<file path="src/rtl/axi_arp_tx.sv">
// ARP payload serializer: takes one descriptor (opcode, target MAC/IP) and streams
// the 28-byte ARP body MSB-first on an 8-bit AXI-Stream master, tlast on byte 27.
module axi_arp_tx #(
    parameter int          DEBUG   = 1,
    parameter logic [23:0] MAC_MSB = 24'h010203,
    parameter logic [23:0] MAC_LSB = 24'h040506,
    parameter logic [15:0] IP_MSB  = 16'hc0a8,
    parameter logic [15:0] IP_LSB  = 16'h0602
) (
    input  logic        clk,
    input  logic        aresetn,
    input  logic        arp_valid,
    output logic        arp_ready,
    input  logic [15:0] arp_opcode,
    input  logic [47:0] arp_dst_mac,
    input  logic [31:0] arp_dst_ip,
    output logic        m_axis_tvalid,
    output logic [7:0]  m_axis_tdata,
    output logic        m_axis_tlast,
    input  logic        m_axis_tready
);

    typedef enum logic [0:0] {
        S_IDLE = 1'b0,
        S_SEND = 1'b1
    } state_t;

    localparam logic [47:0] SRC_MAC  = {MAC_MSB, MAC_LSB};
    localparam logic [31:0] SRC_IP   = {IP_MSB, IP_LSB};
    localparam logic [4:0]  LAST_IDX = 5'd27;

    // DEBUG only controls simulation-side reporting in the wider codebase.
    if (DEBUG != 0) begin : g_debug
    end

    function automatic logic [7:0] arp_byte(input logic [4:0]  i,
                                            input logic [15:0] op,
                                            input logic [47:0] mac,
                                            input logic [31:0] ip);
        logic [7:0] b;
        case (i)
            5'd0:    b = 8'h00;
            5'd1:    b = 8'h01;
            5'd2:    b = 8'h08;
            5'd3:    b = 8'h00;
            5'd4:    b = 8'h06;
            5'd5:    b = 8'h04;
            5'd6:    b = op[15:8];
            5'd7:    b = op[7:0];
            5'd8:    b = SRC_MAC[47:40];
            5'd9:    b = SRC_MAC[39:32];
            5'd10:   b = SRC_MAC[31:24];
            5'd11:   b = SRC_MAC[23:16];
            5'd12:   b = SRC_MAC[15:8];
            5'd13:   b = SRC_MAC[7:0];
            5'd14:   b = SRC_IP[31:24];
            5'd15:   b = SRC_IP[23:16];
            5'd16:   b = SRC_IP[15:8];
            5'd17:   b = SRC_IP[7:0];
            5'd18:   b = mac[47:40];
            5'd19:   b = mac[39:32];
            5'd20:   b = mac[31:24];
            5'd21:   b = mac[23:16];
            5'd22:   b = mac[15:8];
            5'd23:   b = mac[7:0];
            5'd24:   b = ip[31:24];
            5'd25:   b = ip[23:16];
            5'd26:   b = ip[15:8];
            5'd27:   b = ip[7:0];
            default: b = 8'h00;
        endcase
        return b;
    endfunction

    state_t      state_r, state_s;
    logic [4:0]  idx_r, idx_s;
    logic        load_s;
    logic [15:0] op_r;
    logic [47:0] mac_r;
    logic [31:0] ip_r;
    logic        tvalid_r, tlast_r;
    logic [7:0]  tdata_r, data_s;

    // Next-state, next-index and next output byte.
    always_comb begin
        state_s = state_r;
        idx_s   = idx_r;
        load_s  = 1'b0;
        case (state_r)
            S_IDLE: begin
                if (arp_valid) begin
                    state_s = S_SEND;
                    idx_s   = 5'd0;
                    load_s  = 1'b1;
                end else begin
                    state_s = S_IDLE;
                end
            end
            S_SEND: begin
                if (m_axis_tready) begin
                    if (idx_r == LAST_IDX) begin
                        state_s = S_IDLE;
                        idx_s   = 5'd0;
                    end else begin
                        idx_s = idx_r + 5'd1;
                    end
                end else begin
                    idx_s = idx_r;
                end
            end
            default: begin
                state_s = S_IDLE;
                idx_s   = 5'd0;
            end
        endcase
        // Byte 0 is a constant, so the fields still being latched on the accept edge are never needed here.
        if (state_s == S_SEND) begin
            data_s = arp_byte(idx_s, op_r, mac_r, ip_r);
        end else begin
            data_s = 8'h00;
        end
    end

    // State, index, latched descriptor and registered stream outputs.
    always_ff @(posedge clk) begin
        if (!aresetn) begin
            state_r  <= S_IDLE;
            idx_r    <= 5'd0;
            op_r     <= 16'h0000;
            mac_r    <= 48'h0;
            ip_r     <= 32'h0;
            tvalid_r <= 1'b0;
            tlast_r  <= 1'b0;
            tdata_r  <= 8'h00;
        end else begin
            state_r  <= state_s;
            idx_r    <= idx_s;
            if (load_s) begin
                op_r  <= arp_opcode;
                mac_r <= arp_dst_mac;
                ip_r  <= arp_dst_ip;
            end
            tvalid_r <= (state_s == S_SEND);
            tlast_r  <= (state_s == S_SEND) && (idx_s == LAST_IDX);
            tdata_r  <= data_s;
        end
    end

    assign arp_ready     = (state_r == S_IDLE);
    assign m_axis_tvalid = tvalid_r;
    assign m_axis_tdata  = tdata_r;
    assign m_axis_tlast  = tlast_r;

endmodule

</file>
<file path="config.mk">
export PLATFORM = sky130hd
export DESIGN_NAME = axi_arp_tx
export DESIGN_NICKNAME = d
export VERILOG_FILES = /design/src/rtl/axi_arp_tx.sv
export SDC_FILE = /design/constraint.sdc
export NUM_CORES = 1
export LEC_CHECK = 0
export ABC_AREA = 1
export ABC_CLOCK_PERIOD_IN_PS = 3800
export BUFFER_PORTS_ARGS = -buffer_cell sky130_fd_sc_hd__buf_2
export CAP_MARGIN = 15
export CORE_UTILIZATION = 58
export DETAILED_ROUTE_END_ITERATION = 6
export GPL_TIMING_DRIVEN = 0
export PLACE_DENSITY = 0.84
export SLEW_MARGIN = 20
export SYNTH_ARGS = -nofsm -noshare
export SYNTH_HDL_FRONTEND = slang
export SYNTH_SLANG_ARGS = --single-unit
export TNS_END_PERCENT = 1
</file>
<file path="constraint.sdc">
create_clock -name clk -period 3.8 [get_ports clk]
set_input_delay 0.38 -clock clk [delete_from_list [all_inputs] [get_ports clk]]
set_output_delay 0.38 -clock clk [all_outputs]
set_load 0.005 [all_outputs]
</file>
After elaboration in Yosys (flattened, before gate mapping)
Cells that the tools add are included.
{"block": "op_classes", "add_sub_neg": 1, "n_eq_ne": 27, "muxes": 10, "bitwise": 1, "n_reduce_logical": 6}
{"cell": "8-bit one-hot mux with 21 select lines", "n": 1}
{"cell": "5-bit equality test, second input constant", "n": 13}
{"cell": "5-bit by 4-bit equality test with 1-bit output, second input constant", "n": 8}
{"cell": "5-bit by 3-bit equality test with 1-bit output, second input constant", "n": 4}
{"cell": "5-bit two-way mux", "n": 3}
{"cell": "5-bit one-hot mux with 2 select lines", "n": 1}
{"cell": "2-bit OR reduction", "n": 3}
{"cell": "5-bit by 1-bit adder with 5-bit output, second input constant", "n": 1}
{"cell": "5-bit by 1-bit equality test with 1-bit output, second input constant", "n": 1}
{"cell": "5-bit by 2-bit equality test with 1-bit output, second input constant", "n": 1}
{"cell": "1-bit two-way mux", "n": 4}
{"cell": "3-bit OR reduction", "n": 1}
{"cell": "1-bit one-hot mux with 2 select lines", "n": 1}
{"cell": "2-bit AND reduction", "n": 1}
{"cell": "1-bit logical AND", "n": 1}
{"cell": "1-bit NOT", "n": 1}
{"block": "totals", "reg_bits": 111, "in_bits": 100, "out_inout_bits": 11, "wordCells": 52}

Logic depth before layout (Yosys ltp)
Gate-level depths: netlist of run 1.
{"block": "logic_depth", "word_depth": 7, "mapped_depth": 18, "ltp_nobuf": 17}

Worst setup path after synthesis of run 1
OpenSTA, ideal clock, no wires.
{"block": "synth_timing", "kind": "register to register", "startpoint": "reg idx_r[0]", "endpoint": "reg tdata_r[5], in the netlist m_axis_tdata[5]", "setup_time_ns": 0.064, "t_arrival_ns": 1.858, "t_required_ns": 3.736, "path_slack_ns": 1.877, "path_stages_with_launch": 16, "n_path_buf": 1, "period_less_slack_ns": 1.923, "cell_sequence": "dfxtp_1 -> ha_1 -> nand2_2 -> clkinv_1 -> nand3_1 -> nand2_2 -> o21ai_4 -> inv_2 -> nor2_4 -> buf_6 -> nand3_1 -> nand2_1 -> nor2_1 -> nand2_1 -> nor2_1 -> nor2_1"}
{"block": "synth_between", "elab_chain_len": 7, "word_cells_on_any_way": 41, "cone_classes": "add/sub (1); eq/ne (27); mux (8); reduce/logical (5)"}
{"item": "start: declaration", "line_no": "76", "rtl": "logic [4:0] idx_r, idx_s;"}
{"item": "start signal: assignment", "line_no": "137", "rtl": "idx_r <= idx_s;"}
{"item": "5-bit by 1-bit adder with 5-bit output or 5-bit equality test (tied branches)", "line_no": "105, 101"}
{"item": "5-bit two-way mux", "line_no": "101", "rtl": "if (idx_r == LAST_IDX) begin"}
{"item": "5-bit two-way mux", "line_no": "100", "rtl": "if (m_axis_tready) begin"}
{"item": "5-bit one-hot mux with 2 select lines", "line_no": "89", "rtl": "case (state_r)"}
{"item": "5-bit equality test (tied with other cells)", "line_no": "41", "rtl": "case (i)"}
{"item": "3-bit OR reduction (no line) or 2-bit OR reduction (tied branches)"}
{"item": "8-bit one-hot mux with 21 select lines", "line_no": "41"}
{"item": "end signal: assignment", "line_no": "145", "rtl": "tdata_r <= data_s;"}
{"item": "end: declaration", "line_no": "82", "rtl": "logic [7:0] tdata_r, data_s;"}
Several ways; a longest one is shown, not always the timed one.
A chain may end at the register's enable or synchronous reset.

Worst setup path after layout of run 1
{"block": "layout_timing", "startpoint": "reg idx_r[0]", "endpoint": "reg tdata_r[1], in the netlist m_axis_tdata[1]"}
Same word-level chain as after synthesis.

==> run metrics, run 1 <==
Leak=around 2.8 nW; largest net degree at the start of global routing=19; Max Freq=between 300 and 400 MHz; net switching power=~640 uW; final setup fails=0; DR top layer=met4; CTS tree=done; WL met2=approximately 7300 um; Worst Skew=between 0.015 and 0.02 ns; die width=95.4 um; crit share post-route=67.7%; ANT cells=0; combinational family with the most area after synthesis=simple AND/OR/NAND/NOR gates; I/O pin count=~110; CTS clock-pin slew for the worst setup and hold paths=between 0.1 and 0.15 ns; Final ANT Viol Nets=0; All-Layer GR Usage=35.3%; Area Growth Syn to Fin=17.3%; Multi-input gate area=2520 um^2; worst skew pair latency=roughly 0.37 ns; DRT iter0 DRCs=about 380; Seq cells post-synth=111; area of the mapped netlist=about 5000 um^2; post-synth cell types=26; Mapped Nets=861; Gate power share=roughly 12%; Die Footprint=a little over 9000 um^2; Adder-Cell Fraction of Synth Area=less than 1%; post-synthesis mux area share=0%; CTS Buf Count=9; Max Root-Sink Buffers=2; worst endpoint required time=between 4 and 5 ns; maximum capacitance violations=0; Setup WS pre-CTS=~1.3 ns; # rows=33; setup ws final=roughly 1.2 ns; post-synthesis sequential area ratio=~44%; Met1 Wirelength=6590 um; height of the die=roughly 95 um; final core occ=about 71%; final hold violations=0; remaining global-route overflow=0; Filler Cells Inserted=roughly 740; relative slew slack=between 50% and 60%; Synth Warn #=0; Sw Share=27.6%; xor/xnor cell area share of the yosys netlist=0%; unrepaired setup endpoints after global routing=no; Reg area=approximately 2200 um^2; status=completed; wire per inst=15.9 um; Worst Setup End Kind=register; Min-Delay Path Class=in -> reg; DRT Wirelength=~16000 um; P_int=around 1.7 mW; Clk pwr share=between 30 and 40%; Avg Inst Size Synth=about 6.7 um^2; Post-CTS Setup Repair Bufs=0; Routed met3 length=around 1200 um; CORE AREA=between 8000 and 9000 um^2; layout cells sized above 1=roughly 18%; DPL Wire Length=about 12000 um; Reg power frac=a little under three fifths; H-tree levels=3; Startpoint Class=register; power per cell area=between 300 and 400 nW/um^2; first-pass GRT wire length=approximately 24000 um; worst-path maximum fanout=10; Peak VDD IR=between 0.0002 and 0.00025 V; CP Class=reg -> reg; drt drc=0; cells after synthesis=between 700 and 800; fin nets=981; initial antenna violation count=0; router iterations before antenna repair=5; min cycle time layout=roughly 2.6 ns; post-synthesis compound-gate area fraction=about 12%; arrival time worst endpoint=2.88 ns; hold_ws=0.250 ns; Port Buffers=109; clock root cell=clkbuf_8; post-detailed-route via-to-cell ratio=~5.5; simple logic cell fraction of the synthesized area=37.2%; max-slew violation count=0; Via Count=around 5500; number of global-route vias before repair=approximately 5000; RD Place Congestion=between 0.9 and 1; Slew @ Worst Pin=roughly 0.7 ns; clock net sink count=about 110; Initial Util=between 60% and 70%; post-cts repair resize count=0; setup TNS=0 ns; Hold Buf Count CTS=0
synth_stat cells:
library cell / n / area, um^2
nor2_1: 238 / 893
nand2_1: 128 / 480
dfxtp_1: 111 / 2220
o21ai_0: 101 / 505
nand3_1: 45 / 225
inv_1: 30 / 113
clkbuf_1: 27 / 101
nand4_1: 20 / 125
a21oi_1: 15 / 75.1
nand2_2: 6 / 37.5
nor2_2: 6 / 37.5
buf_2: 5 / 25.0
buf_1: 4 / 15.0
inv_2: 4 / 15.0
buf_4: 3 / 22.5
o21ai_1: 3 / 15.0
buf_6: 2 / 22.5
nand2_4: 2 / 22.5
nand3_2: 2 / 20.0
nor2_4: 2 / 22.5
a21boi_0: 1 / 7.51
a21oi_2: 1 / 8.76
clkinv_1: 1 / 3.75
ha_1: 1 / 12.5
nor2_8: 1 / 20.0
o21ai_4: 1 / 16.3
routing by layer:
layer	global-route usage (%)	up-vias
met1	43.1	2491
li1	-	2669
met4	14.4	0
met2	61.0	256
met5	0	-
met3	6.06	40
registers in the layout, summed over array words and instances (netlist names):
register       flops
m_axis_tlast       1
m_axis_tdata       8
mac_r             48
m_axis_tvalid      1
ip_r              32
op_r              16
idx_r              5
stage by stage:
stage	instances	cell area, um^2	total power, mW
6_report	990	5940	2.31
4_1_cts	990	5940	2.30
3_5_place_dp	974	5740	1.61
3_3_place_gp	974	5740	1.59
2_1_floorplan	760	5060	1.48
5_1_grt	990	5940	2.40
final cells by class:
| cell class | instances | area share [%] |
|---|---|---|
| multi-input combinational | 573 | 42.5 |
| sequential | 111 | 37.4 |
| timing repair buffer | 109 | 9.18 |
| buffer | 41 | 3.14 |
| clock buffer | 11 | 2.21 |
| inverter | 35 | 2.21 |
| tap | 105 | 2.21 |
| clock inverter | 5 | 1.14 |
final timing paths:
kind         cells after the start               to            from  slack (ns)
max reg2reg                     13  m_axis_tdata[1]        idx_r[0]        1.23
max                             13  m_axis_tdata[1]        idx_r[0]        1.23
min reg2reg                      2        mac_r[16]       mac_r[16]        0.46
min                              3         ip_r[26]  arp_dst_ip[26]        0.25
kinds of logic after synthesis:
kind of cell / count (synthesis)
flip-flops: 111
buffers and inverters: 76
adder cells (fa/ha/maj): 1
AO/OA/AOI/OAI: 122
AND/OR/NAND/NOR: 450
worst max-delay path: stages, from the launching register on:
cell,delay [ns]
dfxtp_1,0.36
ha_1,0.24
nand2_2,0.10
clkinv_1,0.08
nand3_1,0.17
nand2_2,0.10
o21ai_4,0.30
clkbuf_1,0.51
nand4_1,0.19
o21ai_0,0.16
nor2_1,0.11
nand2_1,0.07
nor2_1,0.04
nor2_1,0.09
power by group through the flow:
stage               sequential [mW]  clock [mW]  combinational, mW
CTS                            1.30       0.721              0.283
global route                   1.31       0.763              0.325
floorplan                      1.31           0              0.177
detailed placement             1.33           0              0.282
global placement               1.32           0              0.266
finish                         1.30       0.724              0.285
placed cells by master, fill, tap and decap left out:
cell and n:
nand4_1 20, inv_1 30, nand2_4 2, a21oi_1 15, nand2_2 6, o21ai_1 3, nor2_4 2, inv_2 4
o21ai_4 1, inv_8 1, nand3_1 45, buf_6 2, o21ai_0 101, nor2_8 1, nor2_2 6, dfxtp_1 111
clkinv_4 3, clkinv_1 1, nand3_2 2, buf_4 3, buf_1 4, a21oi_2 1, buf_2 114, a21boi_0 1
clkbuf_8 9, ha_1 1, clkbuf_1 29, bufinv_16 1, nand2_1 128, nor2_1 238
(Power assumes the default switching activity.)
==> run 2: changes to the inputs <==
--- a/config.mk
+++ b/config.mk
@@ -6,13 +6,13 @@
 export NUM_CORES = 1
 export LEC_CHECK = 0
 export ABC_AREA = 1
-export ABC_CLOCK_PERIOD_IN_PS = 3800
+export ABC_CLOCK_PERIOD_IN_PS = 2150
 export BUFFER_PORTS_ARGS = -buffer_cell sky130_fd_sc_hd__buf_2
 export CAP_MARGIN = 15
-export CORE_UTILIZATION = 58
+export CORE_UTILIZATION = 49
 export DETAILED_ROUTE_END_ITERATION = 6
 export GPL_TIMING_DRIVEN = 0
-export PLACE_DENSITY = 0.84
+export PLACE_DENSITY = 0.76
 export SLEW_MARGIN = 20
 export SYNTH_ARGS = -nofsm -noshare
 export SYNTH_HDL_FRONTEND = slang
==> constraint.sdc (replaced) <==
create_clock -name clk -period 2.15 [get_ports clk]
set_input_delay 0.215 -clock clk [delete_from_list [all_inputs] [get_ports clk]]
set_output_delay 0.215 -clock clk [all_outputs]
set_load 0.005 [all_outputs]
==> run 2 against run 1 <==
Compared with the run above:
- the flow now finishes with violations (negative setup slack)
- critical path depth grew 2
- setup slack worse by 1.3 ns
- final area grew 10%
- hold slack lost 0.18 ns
- sequential share of layout area shrank 3.4 points
- largest power group unchanged
- flip-flop and latch count stayed put
- wire length rose by 6.5%
- total power up 79%
- critical endpoint unchanged
- critical path type unchanged
==> run metrics, run 2 (same netlist as run 1, synthesis figures left out) <==
final setup fails=3 (was 0); final hold violations=0 (unchanged); Via Count=5492 (was 5456); final core occ=66.2% (was 71.2%); CTS Buf Count=9 (unchanged); CTS tree=done (unchanged); layout cells sized above 1=26.3% (was 17.9%); largest net degree at the start of global routing=18 (was 19); Clk pwr share=31.0% (was 31.3%); net switching power=1.14 mW (was 637 uW); remaining global-route overflow=0 (unchanged); Design Area, Final=6560 um^2 (was 5940 um^2); P_int=3.00 mW (was 1.67 mW); Reg power frac=55.7% (was 56.3%); Area Growth Syn to Fin=29.5% (was 17.3%); Initial Util=51.1% (was 60.7%); CP Class=reg -> reg (unchanged); crit share post-route=102% (was 67.7%); Gate power share=13.3% (was 12.3%); unrepaired setup endpoints after global routing=yes (was no); relative slew slack=62.8% (was 53.9%); post-detailed-route via-to-cell ratio=5.29 (was 5.51); most frequent CP cell=nor2_1 (unchanged); Startpoint Class=register (unchanged); number of global-route vias before repair=5281 (was 5006); failing checks=negative setup slack; worst endpoint required time=2.47 ns (was 4.10 ns); Critical Path Max Stage Delay=0.38 ns (was 0.51 ns); min cycle time layout=2.19 ns (was 2.57 ns); post-place instance area=5780 um^2 (was 5740 um^2); Peak VDD IR=0.000448 V (was 0.000243 V); Multi-input gate area=2820 um^2 (was 2520 um^2); Most flops, register=mac_r (unchanged); commonest non-fill, non-tap cell in the layout=nor2_1 (unchanged); Die Footprint=10700 um^2 (was 9110 um^2); DRT iter0 DRCs=343 (was 376); first-pass GRT wire length=25800 um (was 23700 um); Slew @ Worst Pin=0.558 ns (was 0.692 ns); Filler Cells Inserted=915 (was 741); Worst Setup End Kind=register (unchanged); height of the die=104 um (was 95.4 um); Worst Skew=0.00763 ns (was 0.0153 ns); Largest regs=mac_r x48, ip_r x32, op_r x16 (unchanged); arrival time worst endpoint=2.52 ns (was 2.88 ns); router iterations before antenna repair=5 (unchanged); drt drc=0 (unchanged); ANT cells=0 (unchanged); CP delay by family, top=simple AND/OR/NAND/NOR gates (unchanged); Sw Share=27.5% (was 27.6%); maximum capacitance violations=0 (unchanged); commonest non-fill, non-tap cells in the layout=nor2_1 (217), buf_2 (111), nand2_1 (111) (was nor2_1 (238), nand2_1 (128), buf_2 (114)); DP Cell Count=1002 (was 974); max-slew violation count=0 (unchanged); Max Freq=456 MHz (was 388 MHz); power per cell area=630 nW/um^2 (was 389 nW/um^2); Final ANT Viol Nets=0 (unchanged); status=finished with violations (was completed); All-Layer GR Usage=31.1% (was 35.3%); worst skew pair latency=0.38 ns (was 0.37 ns); clock root cell=clkbuf_8 (unchanged); die width=104 um (was 95.4 um); Max Root-Sink Buffers=2 (unchanged); Port Buffers=109 (unchanged); Largest register FFs=48 (unchanged); CTS clock-pin slew for the worst setup and hold paths=0.10 ns (was 0.11 ns); CORE AREA=9910 um^2 (was 8340 um^2); # rows=36 (was 33); Hold Buf Count CTS=0 (unchanged); Min-Delay Path Class=in -> reg (unchanged); Critical path buffers and inverters=3 (was 2); initial antenna violation count=0 (unchanged); I/O pin count=111 (unchanged); Reg area=2230 um^2 (was 2220 um^2); slowest CP cell=dfxtp_4 (was clkbuf_1); Leak=3.04 nW (was 2.81 nW); non-filler cells, final=1038 (was 990); DPL Wire Length=12700 um (was 12400 um); RD Place Congestion=0.950 (was 0.962); clock net sink count=111 (unchanged); fin nets=1001 (was 981); worst-path maximum fanout=10 (unchanged); hold_ws=0.0732 ns (was 0.250 ns); H-tree levels=3 (unchanged); wire per inst=16.1 um (was 15.9 um); setup ws final=-0.0440 ns (was 1.23 ns); crit-path cells=ha_4 -> nand2_4 -> inv_4 -> nand3_4 -> nand3_2 -> nand2_4 -> inv_4 -> nor2_4 -> buf_4 -> nand4_1 -> o21ai_0 -> nor2_1 -> nand2_1 -> nor2_1 -> nor2_1 (was ha_1 -> nand2_2 -> clkinv_1 -> nand3_1 -> nand2_2 -> o21ai_4 -> clkbuf_1 -> nand4_1 -> o21ai_0 -> nor2_1 -> nand2_1 -> nor2_1 -> nor2_1); DRT Wirelength=16700 um (was 15700 um)
==> run 2: cell types whose count changed in the layout (fill, tap and decap cells not counted), sizes merged <==
cell      previous run  this run
buf                123       145
clkinvlp             0         5
clkinv               4         1
clkbuf              38        36
inv                 35        33
==> run 2: layout make-up <==
cell class	instances	area share [%]
flip-flops and latches	111	34.0
clock inverters	5	0.878
plain buffers	40	3.26
clock buffers	11	2.16
well taps	133	2.54
inverters	35	2.35
repair buffers	130	11.7
multi-input cells	573	43.1
==> run 2: through the flow <==
step	total power [mW]	TNS (ns)	setup WS, ns
2_1_floorplan	2.62	0	0.227
4_1_cts	4.10	-1.17	-0.167
3_3_place_gp	2.82	-4.18	-0.302
6_report	4.13	-0.0624	-0.0440
3_5_place_dp	2.85	-5.36	-0.324
5_1_grt	4.32	-0.832	-0.127
==> run 2: worst register-to-register path, cell delays in order (launching register included) <==
cell,delay (ns)
dfxtp_4,0.38
ha_4,0.17
nand2_4,0.09
inv_4,0.05
nand3_4,0.09
nand3_2,0.10
nand2_4,0.15
inv_4,0.07
nor2_4,0.23
buf_4,0.24
nand4_1,0.18
o21ai_0,0.15
nor2_1,0.06
nand2_1,0.06
nor2_1,0.04
nor2_1,0.08
==> run 2: power by group through the flow <==
stage	Clock (mW)	Sequential, mW	Combinational (mW)
2_1_floorplan	0	2.31	0.312
3_3_place_gp	0	2.34	0.478
3_5_place_dp	0	2.35	0.500
4_1_cts	1.30	2.30	0.504
5_1_grt	1.37	2.32	0.625
6_report	1.28	2.30	0.549
==> run 2: worst paths after layout <==
check                                      from         endpoint  slack (ns)  depth (start not counted)
worst max-delay path                   idx_r[1]  m_axis_tdata[1]       -0.04                         15
worst min-delay path            arp_dst_mac[37]        mac_r[37]        0.07                          3
worst max register to register         idx_r[1]  m_axis_tdata[1]       -0.04                         15
worst min register to register        mac_r[30]        mac_r[30]        0.48                          2
==> run 2: repair_timing <==
item	CTS	global route
setup endpoints to repair	58	99
gates resized for setup	16	95
cloned	0	1
pin swaps	2	31
buffers inserted	1	19
==> run 2: metal layers <==
| layer | GRT usage (%) | share of wire (%) |
|---|---|---|
| met2 | 52.1 | 48 |
| met4 | 14.7 | 3.1 |
| met1 | 39.3 | 42 |
| met5 | 0 | 0 |
| met3 | 4.66 | 6.6 |
==> run 3: changes to the inputs <==
--- a/config.mk
+++ b/config.mk
@@ -6,7 +6,7 @@
 export NUM_CORES = 1
 export LEC_CHECK = 0
 export ABC_AREA = 1
-export ABC_CLOCK_PERIOD_IN_PS = 2150
+export ABC_CLOCK_PERIOD_IN_PS = 2000
 export BUFFER_PORTS_ARGS = -buffer_cell sky130_fd_sc_hd__buf_2
 export CAP_MARGIN = 15
 export CORE_UTILIZATION = 49
==> constraint.sdc (replaced) <==
create_clock -name clk -period 2 [get_ports clk]
set_input_delay 0.2 -clock clk [delete_from_list [all_inputs] [get_ports clk]]
set_output_delay 0.2 -clock clk [all_outputs]
set_load 0.005 [all_outputs]
==> run 3 against run 2 <==
Compared with the run above:
- the flow still finishes with violations (negative setup slack)
- global-route usage is 0.26 points higher
- sequential power is 8% higher
- via count is 0.80% lower
- clock power is 9% higher
- largest cell class unchanged
- largest power group unchanged
- highest routed layer unchanged
==> run metrics, run 3 (same netlist as run 1, synthesis figures left out) <==
final setup fails=8 (was 3); hold depth=3 (unchanged); worst flop-to-flop path startpoint=idx_r[0] (was idx_r[1]); final hold violations=0 (unchanged); Reg power frac=55.8% (was 55.7%); DP Cell Count=1002 (unchanged); ANT cells=0 (unchanged); CTS clock-pin slew for the worst setup and hold paths=0.11 ns (was 0.10 ns); Sw Share=27.6% (was 27.5%); Largest register FFs=48 (unchanged); maximum capacitance violations=0 (unchanged); Gate power share=12.9% (was 13.3%); Peak VDD IR=0.000482 V (was 0.000448 V); Min-Delay Path Class=in -> reg (unchanged); Via Count=5448 (was 5492); Hold EP=mac_r[37] (unchanged); Initial Util=51.1% (unchanged); arrival time worst endpoint=2.56 ns (was 2.52 ns); Startpoint Class=register (unchanged); # rows=36 (unchanged); min cycle time layout=2.22 ns (was 2.19 ns); unrepaired setup endpoints after global routing=yes (unchanged); Slew @ Worst Pin=0.538 ns (was 0.558 ns); Leak=3.00 nW (was 3.04 nW); P_int=3.21 mW (was 3.00 mW); non-filler cells, final=1037 (was 1038); FF-to-FF path depth=15 (unchanged); I/O pin count=111 (unchanged); initial antenna violation count=1 (was 0); drt drc=0 (unchanged); status=finished with violations (unchanged); fin nets=1000 (was 1001); CP Class=reg -> reg (unchanged); Max Freq=451 MHz (was 456 MHz); CTS Buf Count=9 (unchanged); H-tree levels=3 (unchanged); remaining global-route overflow=0 (unchanged); clock root cell=clkbuf_8 (unchanged); worst-path maximum fanout=7 (was 10); All-Layer GR Usage=31.4% (was 31.1%); power per cell area=692 nW/um^2 (was 630 nW/um^2); largest net degree at the start of global routing=18 (unchanged); Hold Buf Count CTS=0 (unchanged); crit share post-route=111% (was 102%); r2r endpoint=m_axis_tdata[4] (was m_axis_tdata[1]); wire per inst=15.8 um (was 16.1 um); relative slew slack=64.1% (was 62.8%); worst skew pair latency=0.39 ns (was 0.38 ns); R2R Setup Slk=-0.22 ns (was -0.04 ns); Most flops, register=mac_r (unchanged); DRT Wirelength=16400 um (was 16700 um); die width=104 um (unchanged); post-detailed-route via-to-cell ratio=5.25 (was 5.29); worst endpoint required time=2.35 ns (was 2.47 ns); Final ANT Viol Nets=0 (unchanged); Max Root-Sink Buffers=2 (unchanged); CORE AREA=9910 um^2 (unchanged); number of global-route vias before repair=5377 (was 5281); clock net sink count=111 (unchanged); Port Buffers=109 (unchanged); router iterations before antenna repair=5 (unchanged); layout cells sized above 1=25.8% (was 26.3%); RD Place Congestion=0.950 (unchanged); Worst Skew=0.0128 ns (was 0.00763 ns); setup ws final=-0.218 ns (was -0.0440 ns); min-delay src=arp_dst_mac[37] (unchanged); DPL Wire Length=12700 um (unchanged); CTS tree=done (unchanged); max-slew violation count=0 (unchanged); DRT iter0 DRCs=377 (was 343); hold_ws=0.0581 ns (was 0.0732 ns); failing checks=negative setup slack (unchanged); Setup WS pre-CTS=-0.474 ns (was -0.324 ns); Die Footprint=10700 um^2 (unchanged); Clk pwr share=31.2% (was 31.0%); net switching power=1.22 mW (was 1.14 mW); commonest non-fill, non-tap cells in the layout=nor2_1 (222), buf_2 (111), nand2_1 (110) (was nor2_1 (217), buf_2 (111), nand2_1 (111)); commonest non-fill, non-tap cell in the layout=nor2_1 (unchanged); Worst Setup End Kind=register (unchanged); Largest regs=mac_r x48, ip_r x32, op_r x16 (unchanged); first-pass GRT wire length=26100 um (was 25800 um); Design Power=4.43 mW (was 4.13 mW); Area Growth Syn to Fin=26.5% (was 29.5%); height of the die=104 um (unchanged); setup TNS=-1.19 ns (was -0.0624 ns)
==> run 3: changes by cell type in the layout (fill, tap and decap cells not counted), sizes merged <==
cell      delta
buf          -7
clkbuf       +6
clkinv       +1
clkinvlp     -1
==> run 3: worst max path at each step <==
stage / from / endpoint / slack [ns] / depth (start not counted)
global route: m_axis_tvalid / m_axis_tdata[4] / -0.29 / 16
floorplan: idx_r[0] / m_axis_tdata[5] / 0.08 / 15
finish: idx_r[0] / m_axis_tdata[4] / -0.22 / 15
detailed placement: idx_r[0] / m_axis_tdata[4] / -0.47 / 17
global placement: idx_r[0] / m_axis_tdata[4] / -0.45 / 16
CTS: idx_r[1] / m_axis_tdata[5] / -0.12 / 17
==> run 3: worst max-delay path: stages (launching register included) <==
cell      delay, ns
dfxtp_2        0.35
ha_4           0.17
nand2_4        0.09
clkinv_4       0.05
nand3_2        0.09
nand2_2        0.08
o21ai_4        0.33
buf_4          0.18
nand2_2        0.15
nor2_2         0.14
nand2_1        0.10
nand2_1        0.14
nor2_1         0.07
nand3_2        0.10
nand2_1        0.06
inv_1          0.05
==> run 3: power by group through the flow <==
stage	clock [mW]	combinational (mW)	sequential [mW]
after global placement	0	0.514	2.52
after global routing	1.48	0.656	2.49
after floorplan	0	0.336	2.49
final	1.39	0.572	2.48
after CTS	1.39	0.559	2.47
after detailed placement	0	0.538	2.52
==> run 3: what timing repair did <==
action                                  CTS  global route
endpoints found under the hold margin     0             0
gates resized for setup                  62            27
buffers inserted                         13             6
pin swaps                                20            13
endpoints found under the setup margin   69            49
==> run 3: cell type report <==
| class | count | area (um^2) |
|---|---|---|
| Buffer | 41 | 218 |
| Clock buffer | 11 | 141 |
| Clock inverter | 5 | 57.6 |
| Fill cell | 945 | 3500 |
| Inverter | 35 | 148 |
| Multi-Input combinational cell | 573 | 2740 |
| Sequential cell | 111 | 2230 |
| Tap cell | 133 | 166 |
| Timing Repair Buffer | 128 | 708 |
==> run 3: routing by layer <==
metal / GRT usage (%) / share of wire [%] / vias to the layer above
met2: 52.5 / 48 / 187
met3: 4.91 / 6.7 / 39
met4: 15.7 / 3.5 / 0
met1: 39.2 / 42 / 2502
met5: 0 / 0 / -
li1: - / - / 2720
==> run 3: through the flow <==
| stage | util [%] | area [um^2] |
|---|---|---|
| 2_1_floorplan | - | 5060 |
| 3_3_place_gp | 58.3 | 5780 |
| 3_5_place_dp | 58.3 | 5780 |
| 4_1_cts | 63.3 | 6270 |
| 5_1_grt | 64.6 | 6410 |
| 6_report | 64.6 | 6410 |
